==> src/rtl/uart_wb_initiator.sv <==
// rtl/uart_wb_initiator.sv - Wishbone initiator exposing a SiFive-layout UART as TX/RX byte streams
// Optional RX path enabled by defining UART_INITIATOR_RX_EN.
module uart_wb_initiator #(
    parameter int unsigned CLOCK_FREQ_HZ = 10000000,
    parameter int unsigned BAUD_RATE     = 115200,
    parameter int unsigned DIV_INIT      = CLOCK_FREQ_HZ / BAUD_RATE - 1,
    parameter bit          NSTOP         = 1'b0,
    parameter int unsigned ACK_TIMEOUT   = 255
) (
    input  logic        CLK_I,
    input  logic        RST_I,
    output logic        CYC_O,
    output logic        STB_O,
    output logic        WE_O,
    output logic [2:0]  ADR_O,
    output logic [31:0] DAT_O,
    input  logic [31:0] DAT_I,
    input  logic        ACK_I,
    input  logic [7:0]  tx_data,
    input  logic        tx_valid,
    output logic        tx_ready,
    output logic [7:0]  rx_data,
    output logic        rx_valid,
    input  logic        rx_ready,
    output logic        init_done,
    output logic        bus_error
);

`ifdef UART_INITIATOR_RX_EN
    localparam bit RX_EN = 1'b1;
`else
    localparam bit RX_EN = 1'b0;
`endif

    localparam logic [2:0]  ADR_TXDATA = 3'd0;
    localparam logic [2:0]  ADR_RXDATA = 3'd1;
    localparam logic [2:0]  ADR_TXCTRL = 3'd2;
    localparam logic [2:0]  ADR_RXCTRL = 3'd3;
    localparam logic [2:0]  ADR_DIV    = 3'd6;
    localparam logic [15:0] TO_LAST    = 16'(ACK_TIMEOUT - 1);

    typedef enum logic [2:0] {
        INIT_DIV, INIT_TXCTRL, INIT_RXCTRL, IDLE, TX_POLL, TX_WRITE, RX_POLL
    } state_t;

    state_t      state, state_n;
    logic [15:0] to_cnt, to_cnt_n;
    logic        cyc_n, we_n;
    logic [2:0]  adr_n;
    logic [31:0] dat_n;
    logic [7:0]  tx_byte, tx_byte_n;
    logic        tx_ready_n, bus_error_n, init_done_n;
    logic        last_served, last_served_n;
    logic        rx_valid_q;
    logic [7:0]  rx_data_q;
    logic        ack, timeout;

    assign STB_O   = CYC_O;
    assign ack     = CYC_O & ACK_I;
    // Expires on the edge that would bring the wait count to ACK_TIMEOUT.
    assign timeout = CYC_O & ~ACK_I & (to_cnt == TO_LAST);

    always_ff @(posedge CLK_I or negedge RST_I) begin
        if (!RST_I) begin
            state     <= INIT_DIV;
            CYC_O     <= 1'b0;
            WE_O      <= 1'b0;
            ADR_O     <= 3'd0;
            DAT_O     <= 32'd0;
            to_cnt    <= 16'd0;
            tx_byte   <= 8'd0;
            tx_ready  <= 1'b0;
            bus_error <= 1'b0;
            init_done <= 1'b0;
        end else begin
            state     <= state_n;
            CYC_O     <= cyc_n;
            WE_O      <= we_n;
            ADR_O     <= adr_n;
            DAT_O     <= dat_n;
            to_cnt    <= to_cnt_n;
            tx_byte   <= tx_byte_n;
            tx_ready  <= tx_ready_n;
            bus_error <= bus_error_n;
            init_done <= init_done_n;
        end
    end

    always_comb begin
        state_n       = state;
        last_served_n = last_served;
        tx_byte_n     = tx_byte;
        case (state)
            INIT_DIV:    if (ack) state_n = INIT_TXCTRL;
            INIT_TXCTRL: if (ack) state_n = INIT_RXCTRL;
            INIT_RXCTRL: if (ack) state_n = IDLE;
            IDLE: begin
                // last_served=1 means RX went last, so TX wins a tie.
                if (RX_EN && !rx_valid_q && (!tx_valid || !last_served)) begin
                    state_n       = RX_POLL;
                    last_served_n = 1'b1;
                end else if (tx_valid) begin
                    state_n       = TX_POLL;
                    last_served_n = 1'b0;
                end
            end
            TX_POLL: begin
                if (ack) begin
                    if (DAT_I[31]) begin
                        state_n = IDLE;
                    end else begin
                        state_n   = TX_WRITE;
                        tx_byte_n = tx_data;
                    end
                end else if (timeout) begin
                    state_n = IDLE;
                end
            end
            TX_WRITE, RX_POLL: if (ack || timeout) state_n = IDLE;
            default: state_n = INIT_DIV;
        endcase
    end

    always_comb begin
        cyc_n    = CYC_O;
        we_n     = WE_O;
        adr_n    = ADR_O;
        dat_n    = DAT_O;
        to_cnt_n = 16'd0;
        if (CYC_O) begin
            if (ack || timeout) begin
                cyc_n = 1'b0;
                we_n  = 1'b0;
                adr_n = 3'd0;
                dat_n = 32'd0;
            end else begin
                to_cnt_n = to_cnt + 16'd1;
            end
        end else if (state != IDLE) begin
            cyc_n = 1'b1;
            case (state)
                INIT_DIV:    begin we_n = 1'b1; adr_n = ADR_DIV;    dat_n = {16'b0, 16'(DIV_INIT)}; end
                INIT_TXCTRL: begin we_n = 1'b1; adr_n = ADR_TXCTRL; dat_n = {30'b0, NSTOP, 1'b1};   end
                INIT_RXCTRL: begin we_n = 1'b1; adr_n = ADR_RXCTRL; dat_n = {31'b0, RX_EN};         end
                TX_POLL:     begin we_n = 1'b0; adr_n = ADR_TXDATA; dat_n = 32'd0;                  end
                TX_WRITE:    begin we_n = 1'b1; adr_n = ADR_TXDATA; dat_n = {24'b0, tx_byte};       end
                RX_POLL:     begin we_n = 1'b0; adr_n = ADR_RXDATA; dat_n = 32'd0;                  end
                default:     cyc_n = 1'b0;
            endcase
        end
        tx_ready_n  = (state == TX_WRITE) && ack;
        bus_error_n = timeout;
        init_done_n = init_done || ((state == INIT_RXCTRL) && ack);
    end

`ifdef UART_INITIATOR_RX_EN
    // A poll is only issued with the holding register empty, so load and clear never collide.
    always_ff @(posedge CLK_I or negedge RST_I) begin
        if (!RST_I) begin
            last_served <= 1'b0;
            rx_valid_q  <= 1'b0;
            rx_data_q   <= 8'd0;
        end else begin
            last_served <= last_served_n;
            if ((state == RX_POLL) && ack && !DAT_I[31]) begin
                rx_data_q  <= DAT_I[7:0];
                rx_valid_q <= 1'b1;
            end else if (rx_valid_q && rx_ready) begin
                rx_valid_q <= 1'b0;
            end
        end
    end

    logic unused_dat;
    assign unused_dat = &{1'b0, DAT_I[30:8]};
`else
    assign last_served = 1'b0;
    assign rx_valid_q  = 1'b0;
    assign rx_data_q   = 8'd0;

    logic unused_rx;
    assign unused_rx = &{1'b0, DAT_I[30:0], rx_ready, last_served_n};
`endif

    assign rx_valid = rx_valid_q;
    assign rx_data  = rx_data_q;

endmodule

==> config.mk <==
export PLATFORM = sky130hd
export DESIGN_NAME = uart_wb_initiator
export DESIGN_NICKNAME = d
export VERILOG_FILES = /design/src/rtl/uart_wb_initiator.sv
export SDC_FILE = /design/constraint.sdc
export NUM_CORES = 1
export LEC_CHECK = 0
export ABC_AREA = 1
export BUFFER_PORTS_ARGS = -buffer_cell sky130_fd_sc_hd__clkbuf_2
export CORE_AREA = 5 5 79 81
export CTS_CLUSTER_DIAMETER = 30
export DETAILED_ROUTE_END_ITERATION = 8
export DIE_AREA = 0 0 84 86
export PLACE_DENSITY = 0.72
export SKIP_LAST_GASP = 1
export SLEW_MARGIN = 25
export SYNTH_ARGS = -nofsm -noshare
export SYNTH_HDL_FRONTEND = slang
export SYNTH_SLANG_ARGS = --single-unit
==> constraint.sdc <==
create_clock -name CLK_I -period 2.1 [get_ports CLK_I]
set_clock_uncertainty 0.2 [all_clocks]
set_input_delay 0.42 -clock CLK_I [delete_from_list [all_inputs] [get_ports CLK_I]]
set_output_delay 0.42 -clock CLK_I [all_outputs]
set_load 0.005 [all_outputs]
* Yosys cells after proc, flatten, opt, wreduce, memory -nomap -nowiden
Index checks and enable logic that the tools add are counted.
** Storage, ports and cells
- Register bits after elaboration :: 67
- Input bits :: 45
- Output and inout port bits :: 50
- Word-level logic and storage cells :: 78
** Operators by class
- $add $sub $neg :: 1
- Eq/ne operators :: 15
- Multiplexer cells :: 27
- Bitwise operators :: 5
- Reduce and logical (&&, ||, !) cells :: 20
** Operators by type and width (count)
- $pmux W32 S4 :: 1
- $mux W32 :: 3
- $mux W3 :: 11
- $mux W16 :: 2
- $pmux W3 S6 :: 1
- $add A16 B1 Y16 const B :: 1
- $eq A16 B8 Y1 const B :: 1
- $pmux W3 S5 :: 1
- $reduce_and A3 Y1 :: 4
- $ne A2 B2 Y1 const B :: 5
- $eq A3 B3 Y1 const B :: 3
- $mux W1 :: 7
- $eq A3 B2 Y1 const B :: 2
- $reduce_and A6 Y1 :: 1
- $reduce_bool A6 Y1 :: 1
- $reduce_or A2 Y1 :: 3
- $reduce_or A6 Y1 :: 1
- $reduce_bool A5 Y1 :: 1
- $reduce_or A4 Y1 :: 1
- $and A1 B1 Y1 :: 3
- $eq A3 B1 Y1 const B :: 1
- $logic_not A3 Y1 :: 1
- $ne A3 B2 Y1 const B :: 1
- $ne A3 B3 Y1 const B :: 1
- other kinds (8) :: 11

* Longest topological paths before layout
Gate-level depths: netlist (run 1).
- Depth in word-level cells :: 6
- Depth in mapped cells :: 10
- Mapped depth without buffers :: 9

* Least setup slack after synthesis (run 1)
OpenSTA, ideal clock, no wires.
- Kind :: register -> register
- Start point :: reg CYC_O
- End point :: reg DAT_O[0]
- Setup time :: 0.122 ns
- Arrival time :: 1.221 ns
- Data required time :: 1.778 ns
- Path slack :: 0.556 ns
- Cell stages (with the launch flop) :: 11
- Buffers on the path :: 1
- Period minus slack after synthesis :: 1.544 ns
- Cell sequence :: dfrtp_1 -> inv_2 -> nor2_4 -> inv_2 -> nor2_2 -> nand3_2 -> nand2_2 -> nand2_2 -> buf_6 -> nand2_1 -> nand2_1
** Between the ends
- Word-level cells in the longest chain between the ends :: 5
- Elaborated cells on any way between the ends :: 9
- Those cells by class :: eq/ne (1); mux (1); bitwise (3); reduce/logical (4)
** Ends and longest elaborated chain
- start, declared :: RTL line 12 : output logic CYC_O,
- start signal, assigned :: RTL line 77 : CYC_O <= cyc_n;
- $and A1 B1 Y1 (2 in a row) :: RTL line 61 : assign timeout = CYC_O & ~ACK_I & (to_cnt == TO_LAST);
- $logic_or A1 B1 Y1 :: RTL line 131 : if (ack || timeout) begin
- $ne A2 B1 Y1 (no source line)
- $reduce_and A3 Y1 (no source line)
- end signal, assigned :: RTL line 80 : DAT_O <= dat_n;
- end, declared :: RTL line 16 : output logic [31:0] DAT_O,
Parallel ways exist; a longest one is shown, timed or not.
A chain may end at the register's enable or synchronous reset.

* Final worst setup path (run 1)
- Start point :: reg to_cnt[0]
- End point :: reg DAT_O[0]
** Between the ends
- Word-level cells in the longest chain between the ends :: 5
** Ends and longest elaborated chain
- start, declared :: RTL line 47 : logic [15:0] to_cnt, to_cnt_n;
- start signal, assigned :: RTL line 81 : to_cnt <= to_cnt_n;
- $eq A16 B8 Y1 :: RTL line 61
- $and A1 B1 Y1 :: RTL line 61
- $logic_or A1 B1 Y1 :: RTL line 131
- $ne A2 B1 Y1 (no source line)
- $reduce_and A3 Y1 (no source line)
No other way between the ends.

==> reports/metrics.yaml, run 1 <==
cap_violations: 0
power.leakage_nw: 1.38
r2r-start: "to_cnt[0]"
cts_buffers: 5
dp_hpwl_um: 3500
grt_pass1_vias: 1663
drive_above_1_share_pct: 18.7
cts_sinks: 43
r2r_cells: 9
switching_share_pct: 36.6
via_count: 1763
synth_warnings: 0
mappedNetlistArea_mm2: 0.00234
synth-seq-cells: 43
routed_wl_um: 4330
powerDensity_mw_per_mm2: 961
first_pass_iters: 4
power_frac_seq_pct: 46.5
min-delay-path-class: "in2reg"
start_kind: "register"
clkPwrFrac_pct: 21.8
p_int_w: 0.00156
required_ns: 2.09
portBuffers: 29
setup_tns_ns: 0
setup_viol: 0
gp_congestion: 0.826
clkLatencyLatePin_ns: 0.30
power_frac_comb_pct: 31.7
path_class: "reg2reg"
hold_start: "tx_data[5]"
holdPathEnd: "tx_byte[5]"
grt_pass1_wl_um: 7520
period_share_pct: 84.7
ctsHoldBuffers: 1
final_max_slew_viol_count: 0
ys_types: 26
worstPathArrival_ns: 1.77
relSlewSlack_pct: 65.8
clk_pin_slew_ns: 0.09
cts_tree: "yes"
row_count: 27
drtIter0Drc: 76
p_total_w: 0.00245
final-hold-violation-count: 0
grt-ovfl-total: 0
cts_setup_buffers: 0
vias_per_cell: 4.43
clockRootBuffer: "clkbuf_8"
outcome: "completed"
grt_antenna_before_repair: 0
ir_worst_vdd_mv: 0.674
grt_use_total_pct: 12.9
drc: 0
hold_depth: 2
avgSynthCellArea_um2: 8.11
area_growth_pct: 9.32
fin_nets: 372
wire_per_inst_um: 10.9
ant_nets: 0
worstMarginPinSlew_ns: 0.513
syn_inst: 288
max_freq_mhz: 562
core-area_mm2: 0.00541
dieHeight_um: 86
dieWidth_um: 84
netSwitchingPower_w: 0.000898
ys_seq_area_share_pct: 46.1
cts-resized-gates: 0
startpoint: "to_cnt[0]"
clk_path_buf_depth: 2
floorplan.initialDensity_pct: 43.2
rsz0062_at_grt: "no"
critical_path.max_fanout: 12
die_area_mm2: 0.00722
ff2ff_setup_slack_ns: 0.32
timing.rr.end: "DAT_O[0]"
h-tree-depth: 2
crit_path_end_kind: "register"
num_antenna_cells: 0
ios: 95
grt_max_degree: 22
period_minus_slack_ns: 1.78
-- metal layers --
metal  wire [um]  vias to the layer above  track usage [%]
li1            -                      902                -
met1        2040                      811             16.6
met2        1990                       44             21.0
met3         212                        6             2.40
met4          93                        0             6.43
met5           0                        -                0
-- power by group through the flow --
stage,Clock [W],Sequential [W],Combinational [W]
final,0.000535,0.00114,0.000779
after global routing,0.000586,0.00118,0.000918
after CTS,0.000552,0.00114,0.000792
after detailed placement,0,0.00116,0.000788
after global placement,0,0.00115,0.000770
after floorplan,0,0.00115,0.000596
-- synth_stat cells (all sizes together) --
cell	n	area, um2
nand2	95	362
dfrtp	43	1080
o21ai	6	30.0
mux2	8	90.1
o21bai	3	22.5
xor2	4	35.0
a21oi	2	10.0
nor2	43	184
nand4	3	18.8
buf	37	279
xnor2	2	17.5
conb	1	3.75
inv	22	82.6
ha	2	25.0
nand3	10	60.1
nor3	4	20.0
clkinv	1	3.75
nand3b	1	7.51
o2111ai	1	8.76
-- critical path, stage by stage, from the launching register on --
cell and delay (ns):
dfrtp_1 0.42, inv_1 0.07, ha_1 0.16, nand2_1 0.05, nor2_1 0.12, nand3_2 0.11
nand2_2 0.20, nand2_2 0.19, nand2_1 0.10, nand2_1 0.05
-- cell type report --
class | count | area, um2
clock buffer | 5 | 68.8
sequential | 43 | 1080
multi-input combinational | 217 | 1010
timing repair buffer | 35 | 193
fill | 527 | 2850
tap | 72 | 90.1
inverter | 23 | 86.3
clock inverter | 3 | 25.0
-- cells in the final DEF, fill, tap and decap left out, drive strengths merged, types with 3 or more instances in the layout --
master / instances
nor2: 43
xor2: 4
nand3: 10
inv: 22
conb: 33
o21bai: 3
clkbuf: 34
buf: 5
o21ai: 6
nor3: 4
dfrtp: 43
mux2: 8
clkinv: 3
nand4: 3
nand2: 95
-- flip-flops by register name, indices dropped and copies added, names as in the netlist --
| signal | cells |
|---|---|
| WE_O | 1 |
| state | 3 |
| init_done | 1 |
| CYC_O | 1 |
| bus_error | 1 |
| tx_byte | 8 |
| DAT_O | 8 |
| tx_ready | 1 |
| to_cnt | 16 |
| ADR_O | 3 |
-- how the worst max path moves through the flow --
stage          endpoint  slack, ns
2_1_floorplan  DAT_O[0]       0.56
3_3_place_gp   ADR_O[2]       0.29
3_5_place_dp   DAT_O[0]       0.28
4_1_cts        DAT_O[0]       0.30
5_1_grt        ADR_O[0]       0.12
6_report       DAT_O[0]       0.32
-- logic make-up after synthesis --
logic type                 count (synthesis)  synth area share, %
and+or+nand+nor                          156                 27.9
buffers and inverters                     60                 15.6
DFF                                       43                 46.1
AOI/OAI and AO/OA                         12                 3.05
muxes                                      8                 3.86
xor gates and xnor gates                   6                 2.25
adders and majority gates                  2                 1.07
other                                      1                0.161
-- per-stage QoR --
stage / cells / hold WS [ns] / util (%) / cell area [um2] / worst slack [ns]
floorplan: 320 / -0.0756 / - / 2460 / 0.556
global placement: 389 / 0.221 / 45.3 / 2450 / 0.288
detailed placement: 389 / 0.225 / 45.3 / 2450 / 0.282
CTS: 398 / 0.137 / 47.2 / 2550 / 0.302
global route: 398 / 0.135 / 47.2 / 2550 / 0.124
finish: 398 / 0.140 / 47.2 / 2550 / 0.321
(Power assumes the default switching activity.)
==> run 2: changes to the inputs <==
ABC_AREA = 0   (was 1)
CORE_AREA = 5 5 77 79   (was 5 5 79 81)
DIE_AREA = 0 0 82 84   (was 0 0 84 86)
PLACE_DENSITY = 0.73   (was 0.72)
clock period = 1.79 ns   (was 2.1 ns; I/O delays follow)
==> run 2 against run 1 <==
  * The flow now finishes with violations (negative setup slack)
  * Utilization increased by 3.2 points
  * Sequential share of layout area down 1.6 points
  * Global-route usage rose by 1.1 points
  * Flip-flop and latch count did not move
  * Clock power is 11% higher
  * Critical endpoint is now ADR_O[0]
  * Highest routed layer unchanged
==> reports/metrics.yaml, run 2 <==
outcome: "finished, violations left"  # was completed
violations: "negative setup slack"
cp_slowest_cell: "or4b_4"  # was dfrtp_1
path_class: "reg2reg"  # unchanged
netSwitchingPower_w: 0.000995  # was 0.000898 W
dp_hpwl_um: 3290  # was 3500 um
h-tree-depth: 2  # unchanged
cts_buffers: 5  # unchanged
floorplan.initialDensity_pct: 42.3  # was 43.2%
area_growth_pct: 19.2  # was 9.32%
cts_tree: "yes"  # unchanged
place_ws_ns: -0.371  # was 0.282 ns
largest_reg_flops: 16  # unchanged
final_common_cell: "dfrtp_1"  # was nand2_1
reg_top3: "to_cnt: 16 flops, DAT_O: 8 flops, tx_byte: 8 flops"  # unchanged
drive_above_1_share_pct: 30.9  # was 18.7%
ios: 95  # unchanged
timing.final.ws_setup_ns: -0.347  # was 0.321 ns
power.leakage_nw: 1.27  # was 1.38 nW
ff2ff_setup_slack_ns: -0.35  # was 0.32 ns
grt_antenna_before_repair: 0  # unchanged
synth_xor_area_share_pct: 4.32  # was 2.25%
grt_pass1_vias: 1561  # was 1663
synth_top_family_by_area: "buffers and inverters"  # was simple AND/OR/NAND/NOR gates
num_antenna_cells: 0  # unchanged
final_cell_mix: "dfrtp_1 (43), conb_1 (33), clkbuf_2 (29), buf_4 (29), nor2_1 (15)"  # was nand2_1 (93), dfrtp_1 (43), nor2_1 (38)
clockRootBuffer: "clkbuf_8"  # unchanged
synth-compound-area-share_pct: 13.6  # was 3.05%
first_pass_iters: 4  # unchanged
synth.most_common_cell: "dfrtp_1"  # was nand2_1
critical_path.max_stage_delay_ns: 0.48  # was 0.42 ns
path_cells: "inv_1 > ha_1 > or4b_4 > buf_6 > o41ai_4 > buf_4 > o32ai_1"  # was inv_1 > ha_1 > nand2_1 > nor2_1 > nand3_2 > nand2_2 > nand2_2 > nand2_1 > nand2_1
mappedNetlistArea_mm2: 0.00223  # was 0.00234 mm2
min-delay-path-class: "in2reg"  # unchanged
powerDensity_mw_per_mm2: 1100  # was 961 mW/mm2
grt_max_degree: 44  # was 22
grt-ovfl-total: 0  # unchanged
drtIter0Drc: 95  # was 76
wire_per_inst_um: 13.0  # was 10.9 um
netlist_top_cells_count: "dfrtp_1 (43), buf_4 (36), nor2_1 (16)"  # was nand2_1 (93), dfrtp_1 (43), nor2_1 (38)
final_area_mm2: 0.00266  # was 0.00255 mm2
via_count: 1658  # was 1763
clkLatencyLatePin_ns: 0.30  # about the same
stdcell_count: 344  # was 398
dp.cells: 334  # was 389
vias_per_cell: 4.82  # was 4.43
ys_types: 37  # was 26
dieWidth_um: 82  # was 84 um
switching_share_pct: 34.1  # was 36.6%
synth_async_sr_flop_share_pct: 100  # unchanged
rsz0062_at_grt: "yes"  # was no
power_frac_seq_pct: 44.1  # was 46.5%
routed_wl_um: 4460  # was 4330 um
dieHeight_um: 84  # was 86 um
avgSynthCellArea_um2: 10.5  # was 8.11 um2
clkPwrFrac_pct: 20.4  # was 21.8%
dpl-instance-area_mm2: 0.00253  # was 0.00245 mm2
setup_viol: 33  # was 0
final-hold-violation-count: 0  # unchanged
fin_nets: 318  # was 372
ant_nets: 0  # unchanged
synthMuxAreaShare_pct: 4.55  # was 3.86%
cts_sinks: 43  # unchanged
synth.area.top_cells: "dfrtp_1 (48%), buf_4 (12%), mux2_2 (4.5%)"  # was dfrtp_1 (46%), nand2_1 (15%), buf_4 (11%)
row_count: 27  # unchanged
clk_pin_slew_ns: 0.08  # was 0.09 ns
yosys.area_share.simple_pct: 13.2  # was 27.9%
synth_warnings: 0  # unchanged
setup_tns_ns: -9.01  # was 0 ns
synth_adder_area_share_pct: 1.12  # was 1.07%
drc: 0  # unchanged
regMostFlops: "to_cnt"  # unchanged
period_minus_slack_ns: 2.14  # was 1.78 ns
synth_flop_cell: "dfrtp_1"  # unchanged
yosys.area.top_type: "dfrtp_1"  # unchanged
final_max_slew_viol_count: 0  # unchanged
start_kind: "register"  # unchanged
core-area_mm2: 0.00527  # was 0.00541 mm2
ys_seq_area_share_pct: 48.3  # was 46.1%
clk_path_buf_depth: 2  # unchanged
grt_use_total_pct: 14.0  # was 12.9%
die_area_mm2: 0.00689  # was 0.00722 mm2
crit_path_end_kind: "register"  # unchanged
critical_path.max_fanout: 11  # was 12
syn_inst: 213  # was 288
max_freq_mhz: 468  # was 562 MHz
power_frac_comb_pct: 35.5  # was 31.7%
grt_pass1_wl_um: 7410  # was 7520 um
p_int_w: 0.00192  # was 0.00156 W
gp_congestion: 0.791  # was 0.826
cap_violations: 0  # unchanged
netlist.area_leader.share_pct: 48.3  # was 46.1%
synth-seq-cells: 43  # unchanged
worstPathArrival_ns: 2.12  # was 1.77 ns
synth_edf_count: 0  # unchanged
required_ns: 1.77  # was 2.09 ns
ir_worst_vdd_mv: 0.539  # was 0.674 mV
period_share_pct: 119  # was 84.7%
portBuffers: 29  # unchanged
-- run 2: changes by cell type after synthesis, moves of 4 or more --
cell / delta
a22o_1: +7
nor4_1: +5
clkbuf_1: +4
xnor2_1: +8
nand2_1: -84
a21oi_1: +5
or3_1: +4
nor2_1: -22
o2bb2ai_1: +7
inv_1: -11
-- run 2: logic make-up (layout without fill, tap and decap cells) --
family	count (synthesis)	after routing
compound gates	40	40
buf+inv	51	78
simple gates	56	56
fa+ha+maj	2	2
flops	43	43
other cells	1	33
xor+xnor	11	11
mux	9	9
-- run 2: critical path: cells and delay by family (launching register included) --
kind                       cells  cell delay (ns)
AOI/OAI and AO/OA              2             0.38
adders and majority gates      1             0.13
DFF                            1             0.38
buffers and inverters          3             0.45
and+or+nand+nor                1             0.48
-- run 2: power groups by stage --
stage	Clock [W]	Sequential (W)	Combinational, W
2_1_floorplan	0	0.00131	0.000683
3_3_place_gp	0	0.00130	0.000984
4_1_cts	0.000614	0.00129	0.00104
6_report	0.000594	0.00129	0.00103
5_1_grt	0.000670	0.00132	0.00115
3_5_place_dp	0	0.00131	0.00101
-- run 2: path summary, 6_finish.rpt --
kind | startpoint | to | cells past startpoint
max in group asynchronous | RST_I | bus_error | 3
max | to_cnt[0] | ADR_O[0] | 7
min | tx_data[0] | tx_byte[0] | 2
min in group asynchronous | RST_I | to_cnt[14] | 3
min reg2reg | init_done | init_done | 2
max reg2reg | to_cnt[0] | ADR_O[0] | 7
-- run 2: cell type report --
type                       instances  area [um2]
fill                             493        2610
sequential                        43        1080
multi-input combinational        151         971
timing repair buffer              61         404
tap                               72        90.1
clock buffer                       7        76.3
inverter                           9        33.8
clock inverter                     1        5.00
-- run 2: layer usage --
metal	part of all wire, %	vias to the layer above	global-route usage [%]
li1	-	795	-
met5	0	-	0
met3	7.7	6	4.54
met1	42	794	19.2
met2	48	63	20.4
met4	1.6	0	4.98
-- run 2: timing repair --
action                     4_1_cts  5_1_grt
hold endpoints to repair        43        0
hold buffers                     1        0
buffers inserted                 1        0
setup endpoints to repair       33       33
resized for setup                7        1
pin swaps                        1        0
-- run 2: metrics by stage --
step / hold WS, ns / total power (W) / utilization [%]
after floorplan: -0.138 / 0.00199 / -
after global placement: 0.153 / 0.00228 / 48.1
after detailed placement: 0.156 / 0.00232 / 48.1
after CTS: 0.0835 / 0.00294 / 50.4
after global routing: 0.0769 / 0.00314 / 50.4
final: 0.0882 / 0.00292 / 50.4
==> run 3: changes to the inputs <==
CORE_AREA = 5 5 60 102   (was 5 5 77 79)
DIE_AREA = 0 0 65 107   (was 0 0 82 84)
PLACE_DENSITY = 0.72   (was 0.73)
RECOVER_POWER = 50   (was default)
==> run 3 against run 2 <==
  * The flow still finishes with violations (negative setup slack)
  * Register-to-register slack better by 0.10 ns
  * Combinational power about the same
  * First-iteration DRC count decreased by 55%
==> reports/metrics.yaml, run 3 (synthesized netlist as in run 2, its figures left out) <==
outcome: "finished, violations left"  # unchanged
violations: "negative setup slack"  # unchanged
num_antenna_cells: 0  # unchanged
dieWidth_um: 65  # was 82 um
ios: 95  # unchanged
floorplan.initialDensity_pct: 42.8  # was 42.3%
powerDensity_mw_per_mm2: 1160  # was 1100 mW/mm2
r2r_cells: 6  # was 7
start_kind: "register"  # unchanged
grt-ovfl-total: 0  # unchanged
power.leakage_nw: 1.27  # about the same
portBuffers: 29  # unchanged
area_growth_pct: 19.1  # was 19.2%
path_cells: "inv_1 > ha_1 > or4b_4 > o41ai_4 > o21ai_2 > a22o_1"  # was inv_1 > ha_1 > or4b_4 > buf_6 > o41ai_4 > buf_4 > o32ai_1
grt_pass1_vias: 1691  # was 1561
hold_depth: 2  # unchanged
grt_pass1_wl_um: 7610  # was 7410 um
crit_path_end_kind: "register"  # unchanged
die_area_mm2: 0.00696  # was 0.00689 mm2
rsz0062_at_grt: "yes"  # unchanged
clockRootBuffer: "clkbuf_8"  # unchanged
regMostFlops: "to_cnt"  # unchanged
clk_pin_slew_ns: 0.08  # about the same
wire_per_inst_um: 14.1  # was 13.0 um
row_count: 35  # was 27
drive_above_1_share_pct: 30.5  # was 30.9%
critical_path.max_fanout: 4  # was 11
cts_tree: "yes"  # unchanged
cts_sinks: 43  # unchanged
grt_antenna_before_repair: 0  # unchanged
final-hold-violation-count: 0  # unchanged
nFillCells: 465  # was 493
dp.cells: 315  # was 334
period_minus_slack_ns: 2.04  # was 2.14 ns
worstPathArrival_ns: 2.02  # was 2.12 ns
ir_worst_vdd_mv: 0.957  # was 0.539 mV
max_freq_mhz: 491  # was 468 MHz
dieHeight_um: 107  # was 84 um
core-area_mm2: 0.00521  # was 0.00527 mm2
h-tree-depth: 2  # unchanged
first_pass_iters: 4  # unchanged
fin_nets: 315  # was 318
clkLatencyLatePin_ns: 0.29  # was 0.30 ns
largest_reg_flops: 16  # unchanged
routed_wl_um: 4570  # was 4460 um
cap_violations: 0  # unchanged
final_max_slew_viol_count: 0  # unchanged
drtIter0Drc: 43  # was 95
vias_per_cell: 5.07  # was 4.82
final_common_cell: "dfrtp_1"  # unchanged
multi_input_area_um2: 997  # was 971 um2
cts_setup_buffers: 0  # was 1
ant_nets: 0  # unchanged
via_count: 1644  # was 1658
regArea_mm2: 0.00108  # unchanged
reg_top3: "to_cnt: 16 flops, DAT_O: 8 flops, tx_byte: 8 flops"  # unchanged
required_ns: 1.77  # about the same
stdcell_count: 324  # was 344
cts_buffers: 5  # unchanged
drc: 0  # unchanged
final_cell_mix: "dfrtp_1 (43), conb_1 (33), clkbuf_2 (29)"  # was dfrtp_1 (43), conb_1 (33), clkbuf_2 (29), buf_4 (29), nor2_1 (15)
gp_congestion: 0.857  # was 0.791
timing.final.ws_setup_ns: -0.245  # was -0.347 ns
grt_max_degree: 27  # was 44
clk_path_buf_depth: 2  # unchanged
min-delay-path-class: "in2reg"  # unchanged
setup_tns_ns: -5.99  # was -9.01 ns
critical_path.max_stage_delay_ns: 0.50  # was 0.48 ns
setup_viol: 33  # unchanged
grt_use_total_pct: 14.1  # was 14.0%
period_share_pct: 114  # was 119%
cp_slowest_cell: "or4b_4"  # unchanged
dp_hpwl_um: 3580  # was 3290 um
path_class: "reg2reg"  # unchanged
[run 3: cell count changes in the layout (fill, tap and decap cells not counted), sizes merged]
cell / delta
buf: -6
bufinv: +1
clkbuf: +2
[run 3: final timing paths]
kind / startpoint / end / slack (ns)
min in group asynchronous: RST_I / init_done / 0.34
max reg2reg: to_cnt[0] / DAT_O[3] / -0.25
min: tx_data[3] / tx_byte[3] / 0.1
min reg2reg: init_done / init_done / 0.27
max: to_cnt[0] / DAT_O[3] / -0.25
max in group asynchronous: RST_I / state[1] / 0.29
[run 3: report_power, final]
group          internal [W]  leakage, nW  switching, W
logic              0.000457        0.634      0.000568
registers           0.00117        0.573      0.000124
clock network      0.000451       0.0612      0.000315
[run 3: per-stage QoR]
step	hold slack, ns	total power (W)	utilization [%]	worst slack, ns	instance area [um2]
after floorplan	-0.138	0.00199	-	-0.314	2370
after global placement	0.140	0.00228	47.9	-0.277	2500
after detailed placement	0.136	0.00231	47.9	-0.320	2500
after CTS	0.0856	0.00312	51.2	-0.242	2670
after global routing	0.0749	0.00329	50.9	-0.354	2660
final	0.0968	0.00308	50.9	-0.245	2660
[run 3: final cells by class]
cell class                      instances  area share, %
Clock buffer                            6           3.11
Tap cell                               55           2.59
Timing Repair Buffer                   58           13.6
Inverter                                9           1.27
Sequential cell                        43           40.5
Multi-Input combinational cell        151           37.6
Clock inverter                          2           1.32
[run 3: timing repair]
| item | in CTS | in global routing |
|---|---|---|
| setup endpoints to repair | 33 | 33 |
| hold endpoints to repair | 17 | 0 |
| resized for setup | 9 | 1 |
| hold buffers | 1 | 0 |
| pin swaps | 2 | 0 |
[run 3: critical path, delay by kind of cell, from the launching register on]
family                     cells  cell delay (ns)
and+or+nand+nor                1             0.50
AOI/OAI and AO/OA              3             0.64
DFF                            1             0.38
adders and majority gates      1             0.15
buffers and inverters          1             0.06
[run 3: layer usage]
layer / routed length, um / track usage (%) / vias to the layer above
met5: 0 / 0 / -
met4: 134 / 6.51 / 0
met3: 253 / 3.46 / 12
met2: 2580 / 26.0 / 54
met1: 1610 / 14.4 / 790
li1: - / - / 788
